--- src/rtl/sync_count_n_if.sv ---
// sync_count_n_if -- control/status bundle for the sync_count_n counter.
//
// Signals:
//   en  count enable (1 = step one count this cycle)
//   up  direction (1 = increment, 0 = decrement)
//   ld  synchronous parallel load strobe
//   d   parallel load value, N bits
//   q   registered count value, N bits
//   tc  combinational terminal-count flag
//   co  registered carry/borrow pulse
//
// Modports: master drives the controls and observes the count;
// slave is the counter itself.
interface sync_count_n_if #(
    parameter int N = 4
);
    logic         en;
    logic         up;
    logic         ld;
    logic [N-1:0] d;
    logic [N-1:0] q;
    logic         tc;
    logic         co;

    modport master (
        output en, up, ld, d,
        input  q, tc, co
    );

    modport slave (
        input  en, up, ld, d,
        output q, tc, co
    );
endinterface

--- src/rtl/sync_count_n.sv ---
// sync_count_n -- N-bit up/down counter with a programmable terminal count,
// wrap or saturate overflow mode, parallel load, and a carry/borrow pulse.
//
// Parameters:
//   N    counter width, 2..32
//   MAX  terminal (highest) count, 1..2**N-1
//   SAT  0 = wrap at the bounds, 1 = saturate at the bounds
//
// Ports:
//   CLK  sole clock, rising edge
//   RST  synchronous active-high reset; clears q and co
//   bus  sync_count_n_if slave modport (en, up, ld, d in; q, tc, co out)
//
// Priority on every edge: RST, then ld, then en, then hold.
// tc flags that the next enabled step hits a bound. co is high for the one
// cycle after a step that hit a bound (tc with no ld and no RST).
module sync_count_n #(
    parameter int          N   = 4,
    parameter int unsigned MAX = (32'd1 << N) - 32'd1,
    parameter int          SAT = 0
) (
    input logic           CLK,
    input logic           RST,
    sync_count_n_if.slave bus
);
    localparam logic [N-1:0] MAX_V = N'(MAX);
    // MAX at the all-ones value lets the adder's own rollover provide the wrap.
    localparam bit FULL = (MAX_V == {N{1'b1}});

    logic [N-1:0] q_reg;
    logic         co_reg;

    logic         at_max;
    logic         at_zero;
    logic         tc_w;
    logic [N-1:0] inc_v;
    logic [N-1:0] dec_v;
    logic [N-1:0] ld_v;

    assign at_max  = (q_reg == MAX_V);
    assign at_zero = (q_reg == '0);
    assign tc_w    = bus.en & ((bus.up & at_max) | (~bus.up & at_zero));

    // Wrapping next values and the load clamp.
    generate
        if (FULL) begin : g_full
            assign inc_v = q_reg + N'(1);
            assign dec_v = q_reg - N'(1);
            assign ld_v  = bus.d;
        end else begin : g_part
            assign inc_v = at_max  ? '0    : q_reg + N'(1);
            assign dec_v = at_zero ? MAX_V : q_reg - N'(1);
            assign ld_v  = (bus.d > MAX_V) ? MAX_V : bus.d;
        end
    endgenerate

    always_ff @(posedge CLK) begin
        if (RST) begin
            q_reg  <= '0;
            co_reg <= 1'b0;
        end else begin
            // A load cancels the bound event even when tc is high.
            co_reg <= tc_w & ~bus.ld;
            if (bus.ld) begin
                q_reg <= ld_v;
            end else if (bus.en) begin
                if (bus.up) begin
                    q_reg <= ((SAT != 0) && at_max) ? q_reg : inc_v;
                end else begin
                    q_reg <= ((SAT != 0) && at_zero) ? q_reg : dec_v;
                end
            end
        end
    end

    assign bus.q  = q_reg;
    assign bus.tc = tc_w;
    assign bus.co = co_reg;
endmodule

--- src/flat_wrapper.sv ---
// flat-port wrapper written by rule: the top's interface ports become plain ports
module sync_count_n_flat 
#(
    parameter int          N   = 4,
    parameter int unsigned MAX = (32'd1 << N) - 32'd1,
    parameter int          SAT = 0
)
  (CLK, RST, bus_en, bus_up, bus_ld, bus_d, bus_q, bus_tc, bus_co);
  sync_count_n_if #(.N(N)) bus_i ();
  input logic CLK;
  input logic RST;
  input wire logic [$bits(bus_i.en)-1:0] bus_en;
  input wire logic [$bits(bus_i.up)-1:0] bus_up;
  input wire logic [$bits(bus_i.ld)-1:0] bus_ld;
  input wire logic [$bits(bus_i.d)-1:0] bus_d;
  output wire logic [$bits(bus_i.q)-1:0] bus_q;
  output wire logic [$bits(bus_i.tc)-1:0] bus_tc;
  output wire logic [$bits(bus_i.co)-1:0] bus_co;
  assign bus_i.en = bus_en;
  assign bus_i.up = bus_up;
  assign bus_i.ld = bus_ld;
  assign bus_i.d = bus_d;
  assign bus_q = bus_i.q;
  assign bus_tc = bus_i.tc;
  assign bus_co = bus_i.co;
  sync_count_n #(.N(N), .MAX(MAX), .SAT(SAT)) u_core (.CLK(CLK), .RST(RST), .bus(bus_i));
endmodule
--- config.mk ---
export PLATFORM = sky130hd
export DESIGN_NAME = sync_count_n_flat
export DESIGN_NICKNAME = d
export VERILOG_FILES = /design/src/rtl/sync_count_n_if.sv /design/src/rtl/sync_count_n.sv /design/src/flat_wrapper.sv
export SDC_FILE = /design/constraint.sdc
export NUM_CORES = 1
export LEC_CHECK = 0
export CAP_MARGIN = 20
export CORE_AREA = 2 2 39 41
export CTS_BUF_LIST = sky130_fd_sc_hd__clkbuf_8 sky130_fd_sc_hd__clkbuf_16
export DETAILED_ROUTE_END_ITERATION = 12
export DIE_AREA = 0 0 41 43
export PLACE_DENSITY = 0.61
export SETUP_SLACK_MARGIN = 0.02
export SLEW_MARGIN = 10
export SYNTH_ARGS = -nofsm -noshare
export SYNTH_HDL_FRONTEND = slang
export SYNTH_SLANG_ARGS = --single-unit
--- constraint.sdc ---
create_clock -name CLK -period 4.31 [get_ports CLK]
set_clock_uncertainty 0.05 [all_clocks]
set_input_delay 0.862 -clock CLK [delete_from_list [all_inputs] [get_ports CLK]]
set_output_delay 0.862 -clock CLK [all_outputs]
set_load 0.05 [all_outputs]
==> results of run 1 <==
==> worst register-to-register path, stage by stage (launching register included) <==
cell and delay (ns):
dfxtp_1 0.45, fa_1 0.44, mux2_2 0.27, mux2i_1 0.12, nor2_1 0.05
==> final cells by class <==
class / instances / area (µm²) / share of cell area [%]
Multi-Input combinational cell: 30 / 233 / 43.0
Timing Repair Buffer: 14 / 140 / 25.9
Sequential cell: 5 / 100 / 18.5
Clock buffer: 3 / 41.3 / 7.62
Tap cell: 16 / 20.0 / 3.70
Clock inverter: 1 / 3.75 / 0.693
Inverter: 1 / 3.75 / 0.693
==> logic make-up after synthesis <==
kind of cell,share of synthesized area (%)
DFF,28.9
muxes,11.9
xor gates and xnor gates,7.58
and+or+nand+nor,22.4
adders and majority gates,13.0
buffers and inverters,3.97
AOI/OAI and AO/OA,12.3
==> synthesized netlist by cell type, drive strengths merged, types with 2 or more instances <==
| cell | instances | area [µm²] |
|---|---|---|
| dfxtp | 5 | 100 |
| nor2 | 4 | 15.0 |
| a21oi | 3 | 15.0 |
| mux2i | 3 | 30.0 |
| ha | 2 | 25.0 |
| nand2 | 2 | 7.51 |
| xnor2 | 2 | 17.5 |
==> metrics by stage <==
step | hold slack (ns) | instances | total power [W]
after floorplan | 0.784 | 38 | 0.0000922
after global placement | 0.592 | 66 | 0.000112
after detailed placement | 0.580 | 66 | 0.000113
after CTS | 0.587 | 70 | 0.000200
after global routing | 0.642 | 70 | 0.000210
final | 0.586 | 70 | 0.000198
==> cells in the final DEF, fill, tap and decap left out, drive strengths merged <==
cell type and instances:
or4 1, a311o 1, dfxtp 5, mux2i 3
fa 1, ha 2, xnor2 2, and2 1
clkbuf 3, xor2 1, nor3b 1, a2111oi 1
mux2 1, and3 1, nand3 1, or3b 1
a21oi 3, nand2 2, clkdlybuf4s50 14, nand4 1
nor2 4, inv 2, a211o 1, nand2b 1
==> power by group through the flow <==
stage	logic (W)	clock network [W]	registers, W
6_report	0.0000561	0.0000867	0.0000554
4_1_cts	0.0000569	0.0000872	0.0000556
3_5_place_dp	0.0000564	0	0.0000562
3_3_place_gp	0.0000554	0	0.0000566
5_1_grt	0.0000609	0.0000924	0.0000563
2_1_floorplan	0.0000244	0	0.0000678
==> routing by layer <==
layer | global-route usage [%] | part of all wire, % | up-vias
met4 | 8.00 | 2.4 | 0
met5 | 0 | 0 | -
li1 | - | - | 168
met3 | 4.71 | 9.1 | 2
met1 | 14.8 | 48 | 150
met2 | 15.3 | 40 | 14
==> worst paths after layout <==
kind | to | from
worst max-delay path | bus_tc | bus_up
worst min-delay path | u_core.bus.q[2] | u_core.bus.q[2]
worst max register to register | u_core.bus.q[1] | u_core.bus.q[0]
worst min register to register | u_core.bus.q[2] | u_core.bus.q[2]
==> summary.md, run 1 <==
| Metric | Value |
|---|---|
| Placed cell areas | 497 µm² |
| Skew-Pair Late Insertion Delay | 0.23 ns |
| Worst slew pin tran | 0.500 ns |
| Crit path max fanout | 4 |
| Final Util | 39.2% |
| Synth cell types | 24 |
| Number of synthesized flops with an enable pin | 0 |
| Max Cap Violations | 0 |
| GP Congestion | 0.739 |
| RSZ-0062 raised after global routing | false |
| # Post-CTS Setup Buffers | 0 |
| Yosys reg bits | 5 |
| Pleak | 0.224 nW |
| Ant diodes | 0 |
| Largest net degree at the start of global routing | 9 |
| Buf/Inv on CP | 3 |
| First-pass GRT wire length | 1.35 mm |
| Crit-path slowest cell | clkdlybuf4s50_1 |
| Fillers | 147 |
| WL final | 787 µm |
| # DRC | 0 |
| Post-CTS sizing | 0 |
| Worst EP required | 3.40 ns |
| Final setup viols | 0 |
| Share of layout cells above drive strength 1 | 9.26% |
| Post-DRT Antenna Nets | 0 |
| Seq/Total Area, Yosys | 28.9% |
| Clock share of power | 43.7% |
| Area grow syn2layout | 56.3% |
| Synthesized area | 347 µm² |
| IO Pins | 15 |
| Ys Warns | 0 |
| Peak Freq | 0.283 GHz |
| Fin crit share | 82.1% |
| Status | finished clean |
| Slew HR | 66.6% |
| Peak supply drop | 0.213 mV |
| Largest register FFs | 4 |
| WL per Instance | 11.2 µm |
| Initial core utilization | 25.0% |
| GR Overflow Total | 0 |
| Reg2reg path depth | 4 |
| Pwr/cell area | 366 nW/µm² |
| Post-synth top flop | dfxtp_1 |
| Post-CTS Hold Buffers | 0 |
| Tmin final | 3.54 ns |
| Vias per std cell | 4.77 |
| Startpoint types | input pin |
| Longest Clk Path Bufs | 2 |
| Design Area, Final | 542 µm² |
| Psw | 0.0000604 W |
| Crit Path Class | input pin to primary output |
| Delay of the slowest cell on the worst path | 0.79 ns |
| Clk root buf | clkbuf_8 |
| Clock transition at path regs | 0.04 ns |
| Reg2Reg Setup Slack | 2.80 ns |
| Antenna violations before repair | 0 |
| Syn nets | 50 |
| Vias in the first global route | 344 |
| Synthesized netlist cell count | 38 |
| H-tree Lvls | 1 |
| Row count | 14 |
| Post-Syn Area per Cell | 9.12 µm² |
| # nets final | 67 |
| DR iter-0 viols | 5 |
| Die Ht | 43 µm |
| Critical path, cell by cell | clkdlybuf4s50_1 -> inv_1 -> mux2i_1 -> and2_2 -> clkdlybuf4s50_1 |
| Most used cell along the critical path | clkdlybuf4s50_1 |
| Max Slew Vio Count | 0 |
| Core area | 1380 µm² |
| Die X | 41 µm |
| Port bufs | 14 |
| Final Hold Fails | 0 |
| Async S/R FF share, synth | 0% |
| Hold crit path type | flip-flop to flip-flop |
| Crit path depth | 5 |
| Power Internal | 0.000138 W |
| CP delay by family, top | buffers and inverters |
| Power share of the sequential group | 27.9% |
| Initial DRT Pass Iterations | 4 |
| Total GRT Usage | 11.7% |
| Num CTS Buffers | 3 |
| Comb power frac | 28.3% |
| CTS tree | yes |
| Setup TNS | 0 ns |
| DR vias | 334 |
| Crit end category | primary output |
| Dpl ws | 0.761 ns |
| Die footprint | 1760 µm² |
| PnR worst setup slack | 0.771 ns |
| Worst Path Arrival | 2.63 ns |
| Hold Path Depth | 3 |
| Net Sw Frac | 30.5% |
| Clk sinks | 5 |
Note: power is estimated with default switching activity, not from simulation.
==> inputs of run 2 (changes only) <==
--- a/config.mk
+++ b/config.mk
@@ -10,7 +10,7 @@
 export CTS_BUF_LIST = sky130_fd_sc_hd__clkbuf_8 sky130_fd_sc_hd__clkbuf_16
 export DETAILED_ROUTE_END_ITERATION = 12
 export DIE_AREA = 0 0 41 43
-export PLACE_DENSITY = 0.61
+export PLACE_DENSITY = 0.63
 export SETUP_SLACK_MARGIN = 0.02
 export SLEW_MARGIN = 10
 export SYNTH_ARGS = -nofsm -noshare
==> constraint.sdc (replaced) <==
create_clock -name CLK -period 2.9 [get_ports CLK]
set_clock_uncertainty 0.05 [all_clocks]
set_input_delay 0.58 -clock CLK [delete_from_list [all_inputs] [get_ports CLK]]
set_output_delay 0.58 -clock CLK [all_outputs]
set_load 0.05 [all_outputs]
==> summary.md, run 2 (same netlist as run 1, synthesis figures left out) <==
| Metric | Value |
|---|---|
| Status | finished clean |
| CTS tree | yes |
| Hpwl dp | 648 µm |
| Num CTS Buffers | 3 |
| RSZ-0062 raised after global routing | false |
| Max Slew Vio Count | 0 |
| Antenna violations before repair | 0 |
| Skew-Pair Late Insertion Delay | 0.22 ns |
| Fin crit share | 80.7% |
| Clock transition at path regs | 0.03 ns |
| Die footprint | 1760 µm² |
| Crit Path Class | input pin to primary output |
| Delay of the slowest cell on the worst path | 0.43 ns |
| Setup TNS | 0 ns |
| Post-CTS Hold Buffers | 0 |
| # nets final | 67 |
| Metal2 WL | 432 µm |
| Initial DRT Pass Iterations | 3 |
| Worst slew pin tran | 0.505 ns |
| Worst Path Arrival | 1.71 ns |
| Initial core utilization | 25.0% |
| Dpl ws | 0.548 ns |
| # Post-CTS Setup Buffers | 0 |
| Largest net degree at the start of global routing | 9 |
| WL final | 820 µm |
| Crit-path slowest cell | clkdlybuf4s50_1 |
| Startpoint types | input pin |
| Slew HR | 66.3% |
| Port bufs | 14 |
| Seq. cell area | 100 µm² |
| Vias per std cell | 5.01 |
| Metal-1 WL | 338 µm |
| Total GRT Usage | 13.1% |
| PnR worst setup slack | 0.560 ns |
| Design Area, Final | 552 µm² |
| Commonest non-fill, non-tap cell in the layout | clkdlybuf4s50_1 |
| Pwr/cell area | 530 nW/µm² |
| Max Cap Violations | 0 |
| Clk sinks | 5 |
| Largest register FFs | 4 |
| Longest Clk Path Bufs | 2 |
| Most frequent cells in the layout | 13 x clkdlybuf4s50_1, 5 x dfxtp_1, 4 x nor2_1 |
| Core area | 1380 µm² |
| Pleak | 0.229 nW |
| Final setup viols | 0 |
| Fillers | 155 |
| Area grow syn2layout | 59.2% |
| Die X | 41 µm |
| Post-DRT Antenna Nets | 0 |
| GP Congestion | 0.721 |
| Tmin final | 2.34 ns |
| IO Pins | 15 |
| Multi-input logic area | 233 µm² |
| Die Ht | 43 µm |
| Crit end category | primary output |
| Peak supply drop | 0.318 mV |
| DR iter-0 viols | 2 |
| Final Util | 39.9% |
| Crit path max fanout | 4 |
| H-tree Lvls | 1 |
| Critical path, cell by cell | clkdlybuf4s50_1 -> inv_1 -> mux2i_1 -> and2_2 -> buf_12 |
| Share of layout cells above drive strength 1 | 11.1% |
| Hold crit path type | flip-flop to flip-flop |
| WL per Instance | 11.7 µm |
| Post-CTS sizing | 0 |
| Clk root buf | clkbuf_8 |
| First-pass GRT wire length | 1.51 mm |
| Peak Freq | 0.427 GHz |
| Row count | 14 |
| Highest routed layer | met3 |
| Routed length on met3 | 49 µm |
| Placed cell areas | 507 µm² |
| GR Overflow Total | 0 |
| Vias in the first global route | 363 |
| Worst EP required | 2.27 ns |
| # DRC | 0 |
| Ant diodes | 0 |
| Power, Total | 0.000293 W |
| Final Hold Fails | 0 |
| DR vias | 351 |
run 2: worst paths after layout:
path                         from              end  slack [ns]  depth (start not counted)
hold / removal    u_core.bus.q[2]  u_core.bus.q[2]        0.61                          3
setup / recovery           bus_up           bus_tc        0.56                          5
hold reg to reg   u_core.bus.q[2]  u_core.bus.q[2]        0.61                          3
setup reg to reg  u_core.bus.q[0]  u_core.bus.q[1]        1.39                          4
run 2: metal layers:
layer	vias up	global-route usage, %
met4	0	6.00
li1	169	-
met1	171	14.7
met3	0	7.33
met5	-	0
met2	11	19.4
run 2: per-stage QoR:
step	cells	hold slack (ns)
3_5_place_dp	66	0.598
5_1_grt	70	0.660
6_report	70	0.606
2_1_floorplan	38	0.599
3_3_place_gp	66	0.594
4_1_cts	70	0.604
run 2: critical path, delay by kind of cell:
| kind | cells | cell delay, ns |
|---|---|---|
| buf+inv | 3 | 0.71 |
| mux | 1 | 0.22 |
| simple gates | 1 | 0.19 |
run 2: layout make-up:
class	instances	area share (%)
clock inverters	1	0.680
multi-input cells	30	42.2
inverters	1	0.680
flip-flops and latches	5	18.1
repair buffers	14	27.2
well taps	16	3.63
clock buffers	3	7.48
run 2: where the power goes:
group	switching (W)	internal, W
Sequential	0.00000852	0.0000746
Clock	0.0000334	0.0000907
Combinational	0.0000442	0.0000410
Total	0.0000862	0.000206
==> inputs of run 3 (changes only) <==
--- a/config.mk
+++ b/config.mk
@@ -10,7 +10,7 @@
 export CTS_BUF_LIST = sky130_fd_sc_hd__clkbuf_8 sky130_fd_sc_hd__clkbuf_16
 export DETAILED_ROUTE_END_ITERATION = 12
 export DIE_AREA = 0 0 41 43
-export PLACE_DENSITY = 0.63
+export PLACE_DENSITY = 0.61
 export SETUP_SLACK_MARGIN = 0.02
 export SLEW_MARGIN = 10
 export SYNTH_ARGS = -nofsm -noshare
==> constraint.sdc (replaced) <==
create_clock -name CLK -period 2.4 [get_ports CLK]
set_clock_uncertainty 0.05 [all_clocks]
set_input_delay 0.48 -clock CLK [delete_from_list [all_inputs] [get_ports CLK]]
set_output_delay 0.48 -clock CLK [all_outputs]
set_load 0.05 [all_outputs]
==> summary.md, run 3 (same netlist as run 1, synthesis figures left out) <==
| Metric | Value |
|---|---|
| Startpoint types | input pin |
| DR iter-0 viols | 3 |
| # DRC | 0 |
| Initial core utilization | 25.0% |
| Worst r2r dst | u_core.bus.q[1] |
| Largest register FFs | 4 |
| Pleak | 0.229 nW |
| Start of the worst register-to-register path | u_core.bus.q[1] |
| Ant diodes | 0 |
| Vias in the first global route | 319 |
| Peak Freq | 0.465 GHz |
| Initial DRT Pass Iterations | 4 |
| GP Congestion | 0.709 |
| Worst slew pin tran | 0.493 ns |
| Fin crit share | 89.6% |
| Max Slew Vio Count | 0 |
| Die Ht | 43 µm |
| Total GRT Usage | 11.4% |
| Core area | 1380 µm² |
| Commonest non-fill, non-tap cell in the layout | clkdlybuf4s50_1 |
| Hold Path Depth | 3 |
| IO Pins | 15 |
| Port bufs | 14 |
| Largest net degree at the start of global routing | 9 |
| Area grow syn2layout | 59.2% |
| Post-CTS sizing | 0 |
| RSZ-0062 raised after global routing | false |
| WL final | 733 µm |
| Num CTS Buffers | 3 |
| GR Overflow Total | 0 |
| Reg2reg path depth | 4 |
| Slew HR | 67.0% |
| Clock transition at path regs | 0.03 ns |
| Clk root buf | clkbuf_8 |
| Seq. cell area | 100 µm² |
| Skew-Pair Late Insertion Delay | 0.22 ns |
| Setup TNS | 0 ns |
| Final setup viols | 0 |
| Vias per std cell | 4.74 |
| Pwr/cell area | 639 nW/µm² |
| Share of layout cells above drive strength 1 | 11.1% |
| CTS tree | yes |
| Most frequent cells in the layout | 13 x clkdlybuf4s50_1, 5 x dfxtp_1, 4 x nor2_1 |
| Status | finished clean |
| Worst Hold Path EP | u_core.bus.q[2] |
| Final Hold Fails | 0 |
| Die X | 41 µm |
| Tmin final | 2.15 ns |
| Longest Clk Path Bufs | 2 |
| First-pass GRT wire length | 1.31 mm |
| Worst EP required | 1.87 ns |
| Hold path startpoint | u_core.bus.q[2] |
| Reg2Reg Setup Slack | 0.89 ns |
| # Post-CTS Setup Buffers | 0 |
| H-tree Lvls | 1 |
| Die footprint | 1760 µm² |
| Antenna violations before repair | 0 |
| Crit end category | primary output |
| Fillers | 144 |
| Final std cells w/o fill | 70 |
| Multi-input logic area | 233 µm² |
| Post-DRT Antenna Nets | 0 |
| Crit Path Class | input pin to primary output |
| Worst Path Arrival | 1.62 ns |
| Hold crit path type | flip-flop to flip-flop |
| Row count | 14 |
| Clk sinks | 5 |
| Inst Count DP | 66 |
| Hpwl dp | 551 µm |
| WL per Instance | 10.5 µm |
| Post-CTS Hold Buffers | 0 |
| # nets final | 67 |
| DR vias | 332 |
| Crit path max fanout | 4 |
| Max Cap Violations | 0 |
| Peak supply drop | 0.440 mV |
run 3: cell counts in the layout (fill, tap and decap cells not counted):
No cell type changed its count.
run 3: through the flow:
step,hold slack (ns),util (%),setup slack (ns),instance area (µm²),power [W]
after CTS,0.609,39.9,0.232,552,0.000358
after floorplan,0.499,-,0.341,347,0.000166
final,0.608,39.9,0.249,552,0.000353
after global placement,0.593,36.6,0.197,507,0.000204
after global routing,0.646,39.9,0.166,552,0.000375
after detailed placement,0.602,36.6,0.180,507,0.000205
run 3: critical path: stages:
cell	delay [ns]
clkdlybuf4s50_1	0.44
inv_1	0.16
mux2i_1	0.22
and2_2	0.19
buf_12	0.13
run 3: metal layers:
layer  up-vias  wire length [µm]  global-route usage, %
li1        169                 -                      -
met1       147               352                   15.3
met2        16               290                   14.1
met3         0                90                   9.42
met4         0                 0                   2.00
met5         -                 0                      0
run 3: cell type report:
class / instances / share of cell area [%]
multi-input cells: 30 / 42.2
repair buffers: 14 / 27.2
flip-flops and latches: 5 / 18.1
clock buffers: 3 / 7.48
well taps: 16 / 3.63
clock inverters: 1 / 0.680
inverters: 1 / 0.680
run 3: worst max path at each step:
stage                    start              end  slack [ns]  depth (start not counted)
2_1_floorplan  u_core.bus.q[0]           bus_tc        0.34                          3
5_1_grt        u_core.bus.q[0]           bus_tc        0.17                          4
6_report                bus_up           bus_tc        0.25                          5
3_5_place_dp            bus_up  u_core.bus.q[3]        0.18                          6
3_3_place_gp            bus_up  u_core.bus.q[3]        0.20                          6
4_1_cts                 bus_up           bus_tc        0.23                          5
run 3: where the power goes:
group	switching [W]	internal [W]
sequential	0.00000999	0.0000902
clock	0.0000398	0.000109
combinational	0.0000533	0.0000497
total	0.000103	0.000249
